--- src/rtl/sys_pe_mac.sv ---
// sys_pe_mac: output-stationary processing element for the systolic matrix-multiply array.
// Pipelined a*b products are summed per tile; finished sums move to a result register.
module sys_pe_mac #(
    parameter int DATA_W   = 8,
    parameter int ACC_W    = 32,
    parameter int MULT_LAT = 4,
    parameter int SIGNED   = 0,
    parameter int SATURATE = 1
) (
    input  logic              CLK,
    input  logic              rst,
    input  logic              en,
    input  logic              clr,
    input  logic              valid_in,
    input  logic              last_in,
    input  logic [DATA_W-1:0] a,
    input  logic [DATA_W-1:0] b,
    output logic [DATA_W-1:0] a_out,
    output logic [DATA_W-1:0] b_out,
    output logic              valid_out,
    output logic              last_out,
    output logic [ACC_W-1:0]  c,
    output logic              c_valid,
    output logic              c_ovf
);

    localparam int PROD_W = 2 * DATA_W;

    if (ACC_W < PROD_W) begin : g_bad_acc_w
        $error("sys_pe_mac: ACC_W must be at least 2*DATA_W");
    end
    if (MULT_LAT < 1) begin : g_bad_mult_lat
        $error("sys_pe_mac: MULT_LAT must be at least 1");
    end

    typedef enum logic {
        EMPTY = 1'b0,
        ACCUM = 1'b1
    } state_t;

    state_t              state;
    state_t              state_next;
    logic [PROD_W-1:0]   prod;
    logic [PROD_W-1:0]   prod_q [MULT_LAT];
    logic [MULT_LAT-1:0] vld_q;
    logic [MULT_LAT-1:0] last_q;
    logic                retire;
    logic                retire_last;

    logic [ACC_W-1:0]    acc;
    logic [ACC_W-1:0]    acc_next;
    logic [ACC_W-1:0]    ext;
    logic [ACC_W:0]      sum_full;
    logic [ACC_W-1:0]    sum;
    logic [ACC_W-1:0]    sat_val;
    logic [ACC_W-1:0]    acc_add;
    logic                add_ovf;
    logic                ovf_sticky;
    logic                ovf_next;
    logic                done;
    logic [ACC_W-1:0]    done_val;
    logic                done_ovf;

    assign retire      = vld_q[MULT_LAT-1];
    assign retire_last = last_q[MULT_LAT-1];

    // Operands are widened to the product width first so the low 2*DATA_W bits are exact.
    always_comb begin
        if (SIGNED != 0) begin
            prod = $signed({{DATA_W{a[DATA_W-1]}}, a}) * $signed({{DATA_W{b[DATA_W-1]}}, b});
        end else begin
            prod = {{DATA_W{1'b0}}, a} * {{DATA_W{1'b0}}, b};
        end
    end

    always_comb begin
        // NOTE: every combinational output gets a value on every path first; otherwise a latch is inferred.
        ext      = '0;
        add_ovf  = 1'b0;
        sat_val  = '1;
        if (SIGNED != 0) begin
            ext = ACC_W'($signed(prod_q[MULT_LAT-1]));
        end else begin
            ext = ACC_W'(prod_q[MULT_LAT-1]);
        end
        sum_full = {1'b0, acc} + {1'b0, ext};
        sum      = sum_full[ACC_W-1:0];
        if (SIGNED != 0) begin
            add_ovf = (acc[ACC_W-1] == ext[ACC_W-1]) && (sum[ACC_W-1] != acc[ACC_W-1]);
            sat_val = acc[ACC_W-1] ? {1'b1, {(ACC_W-1){1'b0}}} : {1'b0, {(ACC_W-1){1'b1}}};
        end else begin
            add_ovf = sum_full[ACC_W];
        end
        acc_add = (add_ovf && (SATURATE != 0)) ? sat_val : sum;
    end

    // Accumulator FSM: only edges where a valid product retires move it.
    always_comb begin
        state_next = state;
        acc_next   = acc;
        ovf_next   = ovf_sticky;
        done       = 1'b0;
        done_val   = acc;
        done_ovf   = ovf_sticky;
        if (retire) begin
            case (state)
                EMPTY: begin
                    acc_next   = ext;
                    ovf_next   = 1'b0;
                    done       = retire_last;
                    done_val   = ext;
                    done_ovf   = 1'b0;
                    state_next = retire_last ? EMPTY : ACCUM;
                end
                ACCUM: begin
                    acc_next   = acc_add;
                    ovf_next   = ovf_sticky | add_ovf;
                    done       = retire_last;
                    done_val   = acc_add;
                    done_ovf   = ovf_sticky | add_ovf;
                    state_next = retire_last ? EMPTY : ACCUM;
                end
                default: state_next = EMPTY;
            endcase
        end
    end

    always_ff @(posedge CLK or posedge rst) begin
        // NOTE: registers use non-blocking assignments so every flop samples pre-edge values.
        if (rst) begin
            state      <= EMPTY;
            vld_q      <= '0;
            last_q     <= '0;
            acc        <= '0;
            ovf_sticky <= 1'b0;
            a_out      <= '0;
            b_out      <= '0;
            valid_out  <= 1'b0;
            last_out   <= 1'b0;
            c          <= '0;
            c_valid    <= 1'b0;
            c_ovf      <= 1'b0;
        end else if (clr) begin
            state      <= EMPTY;
            vld_q      <= '0;
            last_q     <= '0;
            acc        <= '0;
            ovf_sticky <= 1'b0;
            a_out      <= '0;
            b_out      <= '0;
            valid_out  <= 1'b0;
            last_out   <= 1'b0;
            c_valid    <= 1'b0;
        end else if (en) begin
            vld_q[0]  <= valid_in;
            last_q[0] <= valid_in & last_in;
            for (int i = 1; i < MULT_LAT; i++) begin
                vld_q[i]  <= vld_q[i-1];
                last_q[i] <= last_q[i-1];
            end
            state      <= state_next;
            acc        <= acc_next;
            ovf_sticky <= ovf_next;
            a_out      <= a;
            b_out      <= b;
            valid_out  <= valid_in;
            last_out   <= last_in;
            c_valid    <= done;
            if (done) begin
                c     <= done_val;
                c_ovf <= done_ovf;
            end
        end
    end

    // NOTE: product data is not reset; the reset valid bits alone decide whether a stage is live.
    always_ff @(posedge CLK) begin
        if (en && !clr) begin
            prod_q[0] <= prod;
            for (int i = 1; i < MULT_LAT; i++) begin
                prod_q[i] <= prod_q[i-1];
            end
        end
    end

endmodule

--- config.mk ---
export PLATFORM = sky130hd
export DESIGN_NAME = sys_pe_mac
export DESIGN_NICKNAME = d
export VERILOG_FILES = /design/src/rtl/sys_pe_mac.sv
export SDC_FILE = /design/constraint.sdc
export NUM_CORES = 1
export LEC_CHECK = 0
export BUFFER_PORTS_ARGS = -buffer_cell sky130_fd_sc_hd__buf_4
export CAP_MARGIN = 30
export CORE_ASPECT_RATIO = 1.25
export CORE_MARGIN = 2
export CORE_UTILIZATION = 45
export DETAILED_ROUTE_END_ITERATION = 12
export GPL_ROUTABILITY_DRIVEN = 0
export PLACE_DENSITY = 0.6
export SYNTH_ARGS = -nofsm -noshare
export SYNTH_HDL_FRONTEND = slang
export SYNTH_SLANG_ARGS = --single-unit
--- constraint.sdc ---
create_clock -name CLK -period 3.4 [get_ports CLK]
set_input_delay 0.34 -clock CLK [delete_from_list [all_inputs] [get_ports CLK]]
set_output_delay 0.34 -clock CLK [all_outputs]
set_load 0.03 [all_outputs]
# == Word-level counts from Yosys, hierarchy flattened ==
# Memories as Yosys holds them, arrays and structs flattened.
# Cells that the tools add are included.
# op_classes
multipliers,1
add_sub_neg,1
mux,30
n_reduce_logical,6
bitwise,4
# ops
cell,count
$mux W32,4
$pmux W32 S2,1
$add A32 B16 Y33,1
$mux W8,4
$mul A8 B8 Y16,1
$mux W1,16
$mux W4,4
$reduce_bool A2 Y1,2
$reduce_and A3 Y1,1
$not A1 Y1,2
$pmux W1 S2,1
$reduce_and A2 Y1,1
$and A1 B1 Y1,1
$logic_and A1 B1 Y1,1
$logic_not A1 Y1,1
$or A1 B1 Y1,1
# totals
in_bits,22
word_cells,55
ramBits,64
regBits,94
output_inout_bits,52
memories,1
# memory_table
memory,words,width,rd,rd_clocked_by_memory_dff,wr,line_no,rtl
prod_q,4,16,4,0,4,44,logic [PROD_W-1:0] prod_q [MULT_LAT];

# == Depth between registers and ports, before layout ==
# An unclocked memory read counts as a cell.
# logic_depth
word_depth,7
ltp_mapped,17
ltp_nobuf,17

# == Worst setup path before layout ==
# OpenSTA, ideal clock, no wires.
# synth_path
path_kind,input -> register
from,input port clr
to,register c[29]
path_stages,6
t_required_ps,3329
setup_ps,71
arrival_time_ps,4503
slack_ps,-1173
n_path_buf,1
cell_sequence,nor2b_1 and3_1 clkbuf_1 nand2_1 or3_1 nand4_1
# synth_via
elab_chain_len,2
# synth_lines
item,line_no,rtl
start: declaration,13,"input logic clr,"
$not A1 Y1 (no line),n/a,
$reduce_and A3 Y1 (no line),n/a,
end signal: assignment,170,c <= done_val;
end: declaration,22,"output logic [ACC_W-1:0] c,"
# Every way passes these cells.
# A chain may end at the register's enable or synchronous reset.

==> impl_metrics.json <==
{
  "grt_max_degree": 65,
  "path_clk_slew_ns": 0.07,
  "cp_data_required_time_ns": 3.56,
  "overflow": 0,
  "root_buffer": "clkbuf_16",
  "hold_class": "in2async",
  "syn_nets": 962,
  "critPathCapture": "prod_q[0][15]",
  "switching_share_pct": 28.3,
  "clkPwrFrac_pct": 34.6,
  "htreeDepth": 4,
  "synth_cell_type_count": 62,
  "final-max-slew-violation-count": 0,
  "tightest_slew_ns": 0.765,
  "critical_path_class": "in2reg",
  "r2r-start": "prod_q[3][0]",
  "drt_iter0_markers": 413,
  "insertion_delay_ns": 0.42,
  "synth_edf_count": 64,
  "cts.hold.buffers_added": 0,
  "floorplan.initialDensity_pct": 45.7,
  "finalHoldViolCount": 0,
  "cts.sink_count": 157,
  "yosysSeqAreaShare_pct": 46.4,
  "syn_inst": 851,
  "internal_power_mw": 4.18,
  "relSlewSlack_pct": 49.0,
  "violations": "negative setup slack",
  "die_y_um": 163,
  "critPathLaunch": "b[5]",
  "rsz0062_at_grt": "yes",
  "reg2reg_slack_ns": 0.33,
  "io_pins": 74,
  "synth_adder_area_share_pct": 15.2,
  "row_count": 58,
  "vias": 6599,
  "cp-start-kind": "primary input",
  "grt_use_total_pct": 19.2,
  "synth_compound_area_share_pct": 13.0,
  "synth_top_family_by_area": "simple AND/OR/NAND/NOR gates",
  "cts_buffers": 17,
  "finClkSkew_ns": 0.00900,
  "antenna_found_initial": 0,
  "async_reset_ff_share_pct": 59.2,
  "ys.flop_type": "dfrtp_1",
  "first_pass_iters": 7,
  "final_common_cell": "buf_4",
  "n_fill_cell": 1810,
  "diodes": 0,
  "synth_area_mm2": 0.00916,
  "hpwl_mm": 14.3,
  "cp_max_fo": 3,
  "die_area_mm2": 0.0215,
  "power_leakage_nw": 5.07,
  "setup_viol": 6,
  "viasPerCell": 5.24,
  "ant_nets": 0,
  "fmax_ghz": 0.263,
  "finalWorstSetupSlack_ns": -0.398,
  "peakVddDrop_mv": 0.363,
  "syn_avg_cell_area_um2": 10.8,
  "die_x_um": 132,
  "p_seq_share_pct": 37.3,
  "portBuffers": 73,
  "wl_per_cell_um": 15.9,
  "drive_gt1_share_pct": 24.2,
  "r2r-end": "c[28]",
  "powerDensity_mw_per_mm2": 515,
  "place_area_mm2": 0.0105,
  "power_switching_mw": 1.65,
  "ys_ff_latch": 157,
  "synthXorXnorAreaFrac_pct": 2.77,
  "areaGrowthSynthToFinish_pct": 23.8,
  "synthSimpleGateAreaFrac_pct": 15.3,
  "period_needed_ns": 3.80,
  "cap_violations": 0,
  "pre_cts_slack_ns": -0.987,
  "drc_errors": 0,
  "clock_path_buffers": 2,
  "nNetsFinal": 1088,
  "totalWireLength_mm": 20.0,
  "ys_warn_count": 0,
  "worstSetupEndpointType": "flop",
  "status": "complete, but fails checks",
  "mostFrequentLayoutCells": "buf_4 (129), dfrtp_1 (93), nand2_1 (72)",
  "grt_pass1_wl_mm": 32.9,
  "combPwrFrac_pct": 28.1,
  "cts_tree": "yes",
  "stdcell_area_mm2": 0.0113,
  "post-route-util_pct": 56.6,
  "crit_arrival_ns": 3.96,
  "core-area_mm2": 0.0200,
  "synth_mux_area_share_pct": 3.17,
  "reg2reg_depth": 13,
  "fin_crit_sh_pct": 112,
  "grt_pass1_vias": 6554
}
-- cell type report --
class / count / area [µm²] / share of cell area (%)
repair buffers: 145 / 1160 / 10.2
inverters: 59 / 224 / 1.98
well taps: 270 / 338 / 2.98
clock buffers: 17 / 425 / 3.75
clock inverters: 15 / 196 / 1.73
flip-flops and latches: 157 / 4250 / 37.5
multi-input cells: 597 / 4750 / 41.9
-- sequential cells by signal, indices dropped and copies added, names as in the netlist --
signal and count:
a_out 8, prod_q 64, vld_q 4, ovf_sticky 1, state 1, last_out 1, c 32, c_valid 1
c_ovf 1, last_q 4, b_out 8, acc 32
-- per-layer routing --
| metal | global-route usage, % | wire length (µm) | share of wire, % |
|---|---|---|---|
| met1 | 23.5 | 8520 | 43 |
| met3 | 2.86 | 629 | 3.1 |
| met4 | 7.02 | 391 | 2.0 |
| met5 | 0 | 0 | 0 |
| met2 | 34.5 | 10400 | 52 |
-- cells in the mapped netlist, drive strengths merged (5+ instances only) --
master	number	area share (%)
clkbuf	27	1.1
o21bai	5	0.41
xnor2	16	1.5
o221ai	5	0.48
ha	52	7.1
nand2b	8	0.55
nor4	9	0.68
fa	37	8.1
a21oi	44	2.4
o22ai	5	0.34
nand3	10	0.55
xor2	13	1.2
a311oi	9	0.86
edfxtp	64	21
buf	11	0.64
and4	5	0.51
o31ai	5	0.56
nor3	20	1.1
a22o	5	0.48
a211oi	7	0.57
o21a	5	0.41
nand2	73	3.0
mux2i	29	3.2
inv	59	2.4
o21ai	39	2.2
nor2	68	2.9
dfrtp	93	25
and3	9	0.67
a21o	6	0.49
and2	59	4.1
o211ai	12	0.98
nand4	6	0.41
-- how the worst min path moves through the flow --
stage | from | endpoint | cells after the start
6_report | rst | last_out | 2
5_1_grt | rst | a_out[6] | 2
4_1_cts | rst | last_out | 2
3_5_place_dp | prod_q[0][15] | prod_q[1][15] | 0
3_3_place_gp | prod_q[2][6] | prod_q[3][6] | 0
2_1_floorplan | prod_q[0][0] | prod_q[1][0] | 0
-- through the flow --
| step | setup TNS [ns] | cells | power [mW] | hold WS (ns) |
|---|---|---|---|---|
| after floorplan | -2.11 | 851 | 3.16 | 0.400 |
| after global placement | -5.34 | 1217 | 3.64 | 0.402 |
| after detailed placement | -5.58 | 1217 | 3.66 | 0.405 |
| after CTS | -1.53 | 1258 | 5.81 | 0.0582 |
| after global routing | -2.12 | 1260 | 6.16 | 0.0905 |
| final | -1.37 | 1260 | 5.84 | 0.0366 |
-- power by group through the flow --
| stage | Combinational, mW | Sequential [mW] | Clock (mW) |
|---|---|---|---|
| 6_report | 1.64 | 2.18 | 2.02 |
| 5_1_grt | 1.83 | 2.19 | 2.14 |
| 4_1_cts | 1.57 | 2.18 | 2.06 |
| 3_5_place_dp | 1.44 | 2.22 | 0 |
| 3_3_place_gp | 1.42 | 2.21 | 0 |
| 2_1_floorplan | 0.928 | 2.23 | 0 |
-- critical path, cell delays in order --
cell	delay (ns)
buf_8	0.09
buf_6	0.11
and2_4	0.15
fa_1	0.50
fa_1	0.52
fa_1	0.51
inv_1	0.05
fa_1	0.50
inv_2	0.05
ha_4	0.17
o41ai_4	0.39
o21ai_2	0.13
o41ai_2	0.34
xnor2_1	0.11
-- cell families after synthesis --
family,after synthesis
AOI/OAI and AO/OA,170
buffers and inverters,97
DFF,157
adders and majority gates,89
and+or+nand+nor,280
muxes,29
xor gates and xnor gates,29
-- what timing repair did --
item,4_1_cts,5_1_grt
resized for setup,28,15
setup endpoints to repair,6,10
pin swaps,17,10
buffers inserted,10,2
Note: power is estimated with default switching activity, not from simulation.
